**src/rtl/mismatch_scoreboard_ctrl_pkg.sv**
```systemverilog
// Shared types and constants for the ref-vs-DUT mismatch scoreboard.
package mismatch_sb_pkg;

    localparam int CNT_W_DEF = 32;

    // All-ones value at which the default-width counters stop.
    localparam logic [CNT_W_DEF-1:0] SAT = '1;

    typedef enum logic [1:0] {
        IDLE = 2'd0,
        RUN  = 2'd1,
        DONE = 2'd2
    } sb_state_t;

    // Flat encodings used by the state register.
    localparam logic [1:0] ST_IDLE = IDLE;
    localparam logic [1:0] ST_RUN  = RUN;
    localparam logic [1:0] ST_DONE = DONE;

    typedef struct packed {
        logic [CNT_W_DEF-1:0] clocks;
        logic [CNT_W_DEF-1:0] errors;
        logic [CNT_W_DEF-1:0] first_err_time;
    } sb_stats_t;

endpackage

```
**src/rtl/mismatch_scoreboard_ctrl_if.sv**
```systemverilog
// Run-control and compare-data bundle between the stimulus/compare
// environment (master) and the scoreboard controller (slave).
interface mismatch_scoreboard_ctrl_if #(
    parameter int WIDTH = 1,
    parameter int CNT_W = 32
);
    logic             start;
    logic             sample_valid;
    logic [WIDTH-1:0] ref_data;
    logic [WIDTH-1:0] dut_data;
    logic             stim_en;
    logic             busy;
    logic             done;
    logic             pass;
    logic             timeout;
    logic [CNT_W-1:0] clocks;
    logic [CNT_W-1:0] errors;
    logic [CNT_W-1:0] first_err_time;
    logic             first_err_vld;
    logic [WIDTH-1:0] err_bits;

    modport master (
        output start, sample_valid, ref_data, dut_data,
        input  stim_en, busy, done, pass, timeout,
        input  clocks, errors, first_err_time, first_err_vld, err_bits
    );

    modport slave (
        input  start, sample_valid, ref_data, dut_data,
        output stim_en, busy, done, pass, timeout,
        output clocks, errors, first_err_time, first_err_vld, err_bits
    );
endinterface

```
**src/rtl/mismatch_scoreboard_ctrl_sat_counter.sv**
```systemverilog
// Up-counter with synchronous clear that sticks at all-ones instead of wrapping.
module sat_counter #(
    parameter int CNT_W = 32
) (
    input  logic             clk,
    input  logic             reset,
    input  logic             clr_i,
    input  logic             inc_i,
    output logic [CNT_W-1:0] cnt_o
);
    localparam logic [CNT_W-1:0] CNT_MAX = {CNT_W{1'b1}};

    logic [CNT_W-1:0] cnt_q;
    logic [CNT_W-1:0] cnt_d;

    // Clear has priority over increment so a new run always starts from zero.
    always_comb begin
        cnt_d = cnt_q;
        if (clr_i) begin
            cnt_d = '0;
        end else if (inc_i && (cnt_q != CNT_MAX)) begin
            cnt_d = cnt_q + 1'b1;
        end
    end

    // Count register.
    always_ff @(posedge clk) begin
        if (reset) begin
            cnt_q <= '0;
        end else begin
            cnt_q <= cnt_d;
        end
    end

    assign cnt_o = cnt_q;

endmodule

```
**src/rtl/mismatch_scoreboard_ctrl.sv**
```systemverilog
// Run controller and scoreboard: sequences one compare run, counts samples
// and mismatches, records the first mismatch time and reports pass/fail.
//
// state | meaning
// IDLE  | after reset, waiting for start; stats zero
// RUN   | stimulus enabled, samples being compared, cycle timer running
// DONE  | run finished (sample limit or timeout); stats and verdict held
module mismatch_scoreboard_ctrl
    import mismatch_sb_pkg::*;
#(
    parameter int WIDTH       = 1,
    parameter int CNT_W       = 32,
    parameter int MAX_SAMPLES = 100,
    parameter int TIMEOUT     = 100000
) (
    input  logic                     clk,
    input  logic                     reset,
    mismatch_scoreboard_ctrl_if.slave sb
);
    localparam logic [CNT_W-1:0] LAST_SAMPLE = CNT_W'(MAX_SAMPLES - 1);
    localparam logic [CNT_W-1:0] LAST_CYC    = CNT_W'(TIMEOUT - 1);

    logic [1:0]       state_q, state_d;
    logic             timeout_q, timeout_d;
    logic [CNT_W-1:0] first_err_time_q, first_err_time_d;
    logic             first_err_vld_q, first_err_vld_d;
    logic [WIDTH-1:0] err_bits_q, err_bits_d;

    logic [CNT_W-1:0] clocks_q;
    logic [CNT_W-1:0] errors_q;
    logic [CNT_W-1:0] cyc_q;

    logic             in_run;
    logic             run_start;
    logic             sample_take;
    logic [WIDTH-1:0] diff;
    logic             mismatch_take;
    logic             last_sample;
    logic             last_cyc;

    assign in_run        = (state_q == ST_RUN);
    assign run_start     = sb.start && !in_run;
    assign sample_take   = in_run && sb.sample_valid;
    assign diff          = sb.ref_data ^ sb.dut_data;
    assign mismatch_take = sample_take && (|diff);
    assign last_sample   = sample_take && (clocks_q == LAST_SAMPLE);
    assign last_cyc      = in_run && (cyc_q == LAST_CYC);

    sat_counter #(.CNT_W(CNT_W)) u_clocks (
        .clk   (clk),
        .reset (reset),
        .clr_i (run_start),
        .inc_i (sample_take),
        .cnt_o (clocks_q)
    );

    sat_counter #(.CNT_W(CNT_W)) u_errors (
        .clk   (clk),
        .reset (reset),
        .clr_i (run_start),
        .inc_i (mismatch_take),
        .cnt_o (errors_q)
    );

    // Run-cycle timer: zero on the first RUN cycle, frozen outside RUN.
    sat_counter #(.CNT_W(CNT_W)) u_cyc (
        .clk   (clk),
        .reset (reset),
        .clr_i (run_start),
        .inc_i (in_run),
        .cnt_o (cyc_q)
    );

    // Next-state and stat-update decisions for the run sequencer.
    always_comb begin
        state_d          = state_q;
        timeout_d        = timeout_q;
        first_err_time_d = first_err_time_q;
        first_err_vld_d  = first_err_vld_q;
        err_bits_d       = err_bits_q;

        case (state_q)
            ST_RUN: begin
                if (last_sample || last_cyc) begin
                    state_d = ST_DONE;
                end
                // A sample finishing the run on the timeout edge still counts
                // as a clean sample-limit finish.
                if (last_cyc && !last_sample) begin
                    timeout_d = 1'b1;
                end
                if (sample_take) begin
                    err_bits_d = err_bits_q | diff;
                end
                if (mismatch_take && !first_err_vld_q) begin
                    first_err_time_d = cyc_q;
                    first_err_vld_d  = 1'b1;
                end
            end
            default: begin
                if (sb.start) begin
                    state_d          = ST_RUN;
                    timeout_d        = 1'b0;
                    first_err_time_d = '0;
                    first_err_vld_d  = 1'b0;
                    err_bits_d       = '0;
                end
            end
        endcase
    end

    // State and stat registers.
    always_ff @(posedge clk) begin
        if (reset) begin
            state_q          <= ST_IDLE;
            timeout_q        <= 1'b0;
            first_err_time_q <= '0;
            first_err_vld_q  <= 1'b0;
            err_bits_q       <= '0;
        end else begin
            state_q          <= state_d;
            timeout_q        <= timeout_d;
            first_err_time_q <= first_err_time_d;
            first_err_vld_q  <= first_err_vld_d;
            err_bits_q       <= err_bits_d;
        end
    end

    assign sb.stim_en        = in_run;
    assign sb.busy           = in_run;
    assign sb.done           = (state_q == ST_DONE);
    assign sb.pass           = (state_q == ST_DONE) && (errors_q == '0) && !timeout_q;
    assign sb.timeout        = timeout_q;
    assign sb.clocks         = clocks_q;
    assign sb.errors         = errors_q;
    assign sb.first_err_time = first_err_time_q;
    assign sb.first_err_vld  = first_err_vld_q;
    assign sb.err_bits       = err_bits_q;

endmodule

```
**src/flat_wrapper.sv**
```systemverilog
// flat-port wrapper written by rule: the top's interface ports become plain ports
module mismatch_scoreboard_ctrl_flat import mismatch_sb_pkg::*;
#(
    parameter int WIDTH       = 1,
    parameter int CNT_W       = 32,
    parameter int MAX_SAMPLES = 100,
    parameter int TIMEOUT     = 100000
)
  (clk, reset, sb_start, sb_sample_valid, sb_ref_data, sb_dut_data, sb_stim_en, sb_busy, sb_done, sb_pass, sb_timeout, sb_clocks, sb_errors, sb_first_err_time, sb_first_err_vld, sb_err_bits);
  mismatch_scoreboard_ctrl_if #(.WIDTH(WIDTH), .CNT_W(CNT_W)) sb_i ();
  input  logic clk;
  input  logic reset;
  input wire logic [$bits(sb_i.start)-1:0] sb_start;
  input wire logic [$bits(sb_i.sample_valid)-1:0] sb_sample_valid;
  input wire logic [$bits(sb_i.ref_data)-1:0] sb_ref_data;
  input wire logic [$bits(sb_i.dut_data)-1:0] sb_dut_data;
  output wire logic [$bits(sb_i.stim_en)-1:0] sb_stim_en;
  output wire logic [$bits(sb_i.busy)-1:0] sb_busy;
  output wire logic [$bits(sb_i.done)-1:0] sb_done;
  output wire logic [$bits(sb_i.pass)-1:0] sb_pass;
  output wire logic [$bits(sb_i.timeout)-1:0] sb_timeout;
  output wire logic [$bits(sb_i.clocks)-1:0] sb_clocks;
  output wire logic [$bits(sb_i.errors)-1:0] sb_errors;
  output wire logic [$bits(sb_i.first_err_time)-1:0] sb_first_err_time;
  output wire logic [$bits(sb_i.first_err_vld)-1:0] sb_first_err_vld;
  output wire logic [$bits(sb_i.err_bits)-1:0] sb_err_bits;
  assign sb_i.start = sb_start;
  assign sb_i.sample_valid = sb_sample_valid;
  assign sb_i.ref_data = sb_ref_data;
  assign sb_i.dut_data = sb_dut_data;
  assign sb_stim_en = sb_i.stim_en;
  assign sb_busy = sb_i.busy;
  assign sb_done = sb_i.done;
  assign sb_pass = sb_i.pass;
  assign sb_timeout = sb_i.timeout;
  assign sb_clocks = sb_i.clocks;
  assign sb_errors = sb_i.errors;
  assign sb_first_err_time = sb_i.first_err_time;
  assign sb_first_err_vld = sb_i.first_err_vld;
  assign sb_err_bits = sb_i.err_bits;
  mismatch_scoreboard_ctrl #(.WIDTH(WIDTH), .CNT_W(CNT_W), .MAX_SAMPLES(MAX_SAMPLES), .TIMEOUT(TIMEOUT)) u_core (.clk(clk), .reset(reset), .sb(sb_i));
endmodule
```
**config.mk**
```make
export PLATFORM = sky130hd
export DESIGN_NAME = mismatch_scoreboard_ctrl_flat
export DESIGN_NICKNAME = d
export VERILOG_FILES = /design/src/rtl/mismatch_scoreboard_ctrl_pkg.sv /design/src/rtl/mismatch_scoreboard_ctrl_if.sv /design/src/rtl/mismatch_scoreboard_ctrl_sat_counter.sv /design/src/rtl/mismatch_scoreboard_ctrl.sv /design/src/flat_wrapper.sv
export SDC_FILE = /design/constraint.sdc
export NUM_CORES = 1
export LEC_CHECK = 0
export CAP_MARGIN = 20
export CORE_MARGIN = 3
export CORE_UTILIZATION = 35
export DETAILED_ROUTE_END_ITERATION = 12
export DONT_BUFFER_PORTS = 1
export PLACE_DENSITY = 0.48
export SYNTH_ARGS = -nofsm -noshare
export SYNTH_HDL_FRONTEND = slang
export SYNTH_HIERARCHICAL = 1
export SYNTH_SLANG_ARGS = --single-unit
```
**constraint.sdc**
```tcl
create_clock -name clk -period 3.5 [get_ports clk]
set_input_delay 0.7 -clock clk [delete_from_list [all_inputs] [get_ports clk]]
set_output_delay 0.7 -clock clk [all_outputs]
set_load 0.005 [all_outputs]
```
==> flow_summary.ini <==
[run_status]
run_status = complete, no violations

[critical_path]
crit_required_ns = 2.80
cp.buffers_inverters = 0
worst_path_max_delay_cell = sky130_fd_sc_hd__nor4_1
crit_path_end_kind = primary output
worst_setup_path_start_kind = flip-flop
cp_data_arrival_time_ns = 1.79
critical_path_peak_fanout = 8
worst_path_largest_cell_delay_ns = 0.50
worst-setup-path-type = reg2out
critical_path.top_delay_family = simple AND/OR/NAND/NOR gates
critical_path.cell_chain = nor4_1, nand4_1, nor3_1

[global_routing]
grt_antenna_before_repair = 0
grt_max_degree = 34
global_route_wire_length_before_repair_um = 29860
globalRoute.totalOverflow = 0
grt_usage = 0.1839
via_count_of_the_first_global_routing_pass = 5514

[clock_tree]
clk_root_buffer_cell = sky130_fd_sc_hd__clkbuf_16
cts_tree = built
register_clock_pin_slew_on_the_reported_worst_setup_and_hold_paths_ns = 0.06
cts-buffers-inserted = 17
clock_path_buffers = 2
postCtsSetupRepairBufs = 0
ctsHoldBuffers = 0
insertion_delay_ns = 0.43
clock-sinks = 133
htree_num_levels = 4
ctsResizeCount = 0

[drt]
vias = 5775
routedWlPerCell_um = 19.04
viasPerCell = 6.016
antenna_left = 0
first_pass_iteration_count_of_the_detailed_router = 5
drt_first_iter_violations = 454
postRouteWirelength_um = 18270
drc = 0

[yosys]
syn-instance-count = 727
synth_fp_nets = 736
yosys.area.top_type = sky130_fd_sc_hd__dfxtp_1
synth_top_area_cells = sky130_fd_sc_hd__dfxtp_1, sky130_fd_sc_hd__or3_1, sky130_fd_sc_hd__a22o_1
synth-warning-count = 6
postSynthAreaPerCell_um2 = 8.705
ys_dominant_reg_cell = sky130_fd_sc_hd__dfxtp_1
synth.cell_area_um2 = 6329
yosysUniqueCellTypes = 54
async_flop_share = 0
synth_top_cell_area_share = 0.4207
synth_enable_flop_cells = 0
synth.yosys.seq_area_share = 0.4207
synth-seq-cells = 133

[power_and_ir_drop]
cellPowerDensity_nw_per_um2 = 490.1
ir_drop_mv = 0.3207
total_power_mw = 3.503
power_leakage_nw = 2.255

[timing]
maxClockFrequency_mhz = 402.1
finalSetupViolations = 0
unrepaired_setup_endpoints_after_global_routing = false
timing.max_slew.rel_slack = 0.4166
fin_hold_ws_ns = 0.3793
final_critical_path_setup_slack_ns = 1.013
final.period_utilization = 0.7105
layout_min_cycle_time_ns = 2.487
timing.final.max_slew_violations = 0
timing.setup.tns_ns = 0
worst_slew_pin_slew_ns = 0.8684
hold_violations = 0
clock-skew-final_ns = 0.01712

[layout]
most_common_cell_after_layout_fill_and_taps_aside = sky130_fd_sc_hd__dfxtp_1
utilization = 0.4089
leading_cell_types_in_the_layout_fill_and_taps_excluded = sky130_fd_sc_hd__dfxtp_1, sky130_fd_sc_hd__nand2_1, sky130_fd_sc_hd__nor2_1
syn_to_final_growth_pct = 12.93
n_fill_cell = 1724
final_design_area_no_fill_um2 = 7147
antenna_cells = 0
layout-drive-gt1-share = 0.09388
fin_nets = 731
layout.cells.non_filler = 960

[run]
drv_cap = 0

[die]
core_region_area_um2 = 17480
fp.dieArea_um2 = 19730
die_w_um = 140.5
fp.dieH_um = 140.5
initial_utilization = 0.3621
rows = 48
io_pins = 109

[place]
finalWeightedCongestion = 0.8423
dp.cells = 928
setup_slack_at_placement_ns = 0.6636
port_buffer_cells = 0
dp_hpwl_um = 12640
placement_stage_cell_area_um2 = 6531

[worst_hold_path]
classification_of_the_worst_slack_hold_path = in2reg
==> power by group <==
group | internal (mW) | leakage (nW) | switching [mW]
Combinational | 0.0240 | 0.887 | 0.0834
Clock | 1.15 | 0.297 | 0.721
Sequential | 1.52 | 1.07 | 0.00826
==> final timing paths <==
kind                                      from  slack, ns                           end  cells after the start
setup reg to reg     u_core/u_clocks/cnt_o[17]       1.03     u_core/u_clocks/cnt_o[26]                      5
hold / removal                           reset       0.38             u_core/sb.timeout                      1
hold reg to reg   u_core/sb.first_err_time[14]       0.51  u_core/sb.first_err_time[14]                      1
setup / recovery      u_core/u_errors/cnt_o[3]       1.01                       sb_pass                      3
==> worst register-to-register path, stage by stage (launching register included) <==
cell and delay (ns):
sky130_fd_sc_hd__dfxtp_1 0.51, sky130_fd_sc_hd__nand4_1 0.28, sky130_fd_sc_hd__or3_4 0.51, sky130_fd_sc_hd__or4_4 0.59, sky130_fd_sc_hd__or3_1 0.33, sky130_fd_sc_hd__a21oi_1 0.18
==> per-layer routing <==
| layer | global-route usage | routed length, um | vias to the layer above |
|---|---|---|---|
| met5 | 0 | 0 | - |
| met4 | 0.06272 | 282 | 0 |
| met3 | 0.04541 | 1165 | 21 |
| met2 | 0.2956 | 8526 | 187 |
| met1 | 0.2417 | 8300 | 2761 |
| li1 | - | - | 2806 |
==> cell type report <==
cell class	instances	area [um^2]	area share
multi-input cells	545	3456	0.4835
flip-flops and latches	133	2663	0.3725
clock buffers	18	439.2	0.06145
well taps	225	281.5	0.03939
clock inverters	14	176.4	0.02468
repair buffers	10	75.07	0.01050
inverters	15	56.30	0.007878
==> cell families (layout without fill, tap and decap cells) <==
group / Yosys count / count (layout) / synth area share
AND/OR/NAND/NOR: 319 / 319 / 0.2912
AO/OA/AOI/OAI: 201 / 201 / 0.2185
flip-flops: 133 / 133 / 0.4207
buffers and inverters: 49 / 57 / 0.03321
XOR/XNOR: 22 / 22 / 0.03045
adder cells (fa/ha/maj): 3 / 3 / 0.005932
==> cell usage after synthesis (7+ instances only) <==
master,count
sky130_fd_sc_hd__o31ai_1,9
sky130_fd_sc_hd__nand4_1,31
sky130_fd_sc_hd__a31oi_1,12
sky130_fd_sc_hd__or3_1,46
sky130_fd_sc_hd__nand2_1,56
sky130_fd_sc_hd__clkbuf_1,15
sky130_fd_sc_hd__nand3_1,40
sky130_fd_sc_hd__a41o_1,9
sky130_fd_sc_hd__or4_1,12
sky130_fd_sc_hd__o211ai_1,9
sky130_fd_sc_hd__nor2_1,49
sky130_fd_sc_hd__inv_1,15
sky130_fd_sc_hd__nor4_1,25
sky130_fd_sc_hd__a21oi_1,45
sky130_fd_sc_hd__o21ai_1,15
sky130_fd_sc_hd__dfxtp_1,133
sky130_fd_sc_hd__xor2_1,7
sky130_fd_sc_hd__o21ai_0,33
sky130_fd_sc_hd__nor3_1,16
sky130_fd_sc_hd__a22o_1,31
sky130_fd_sc_hd__buf_2,18
sky130_fd_sc_hd__xnor2_1,15
==> sequential cells by signal, indices dropped and copies added, names as in the netlist <==
register and cells:
u_core/state_q 2, u_core/u_clocks/cnt_o 32, u_core/sb.err_bits 1, u_core/sb.first_err_vld 1, u_core/sb.first_err_time 32, u_core/u_errors/cnt_o 32, u_core/sb.timeout 1, u_core/u_cyc/cnt_o 32
No activity file was read; power rests on OpenSTA's default activity.
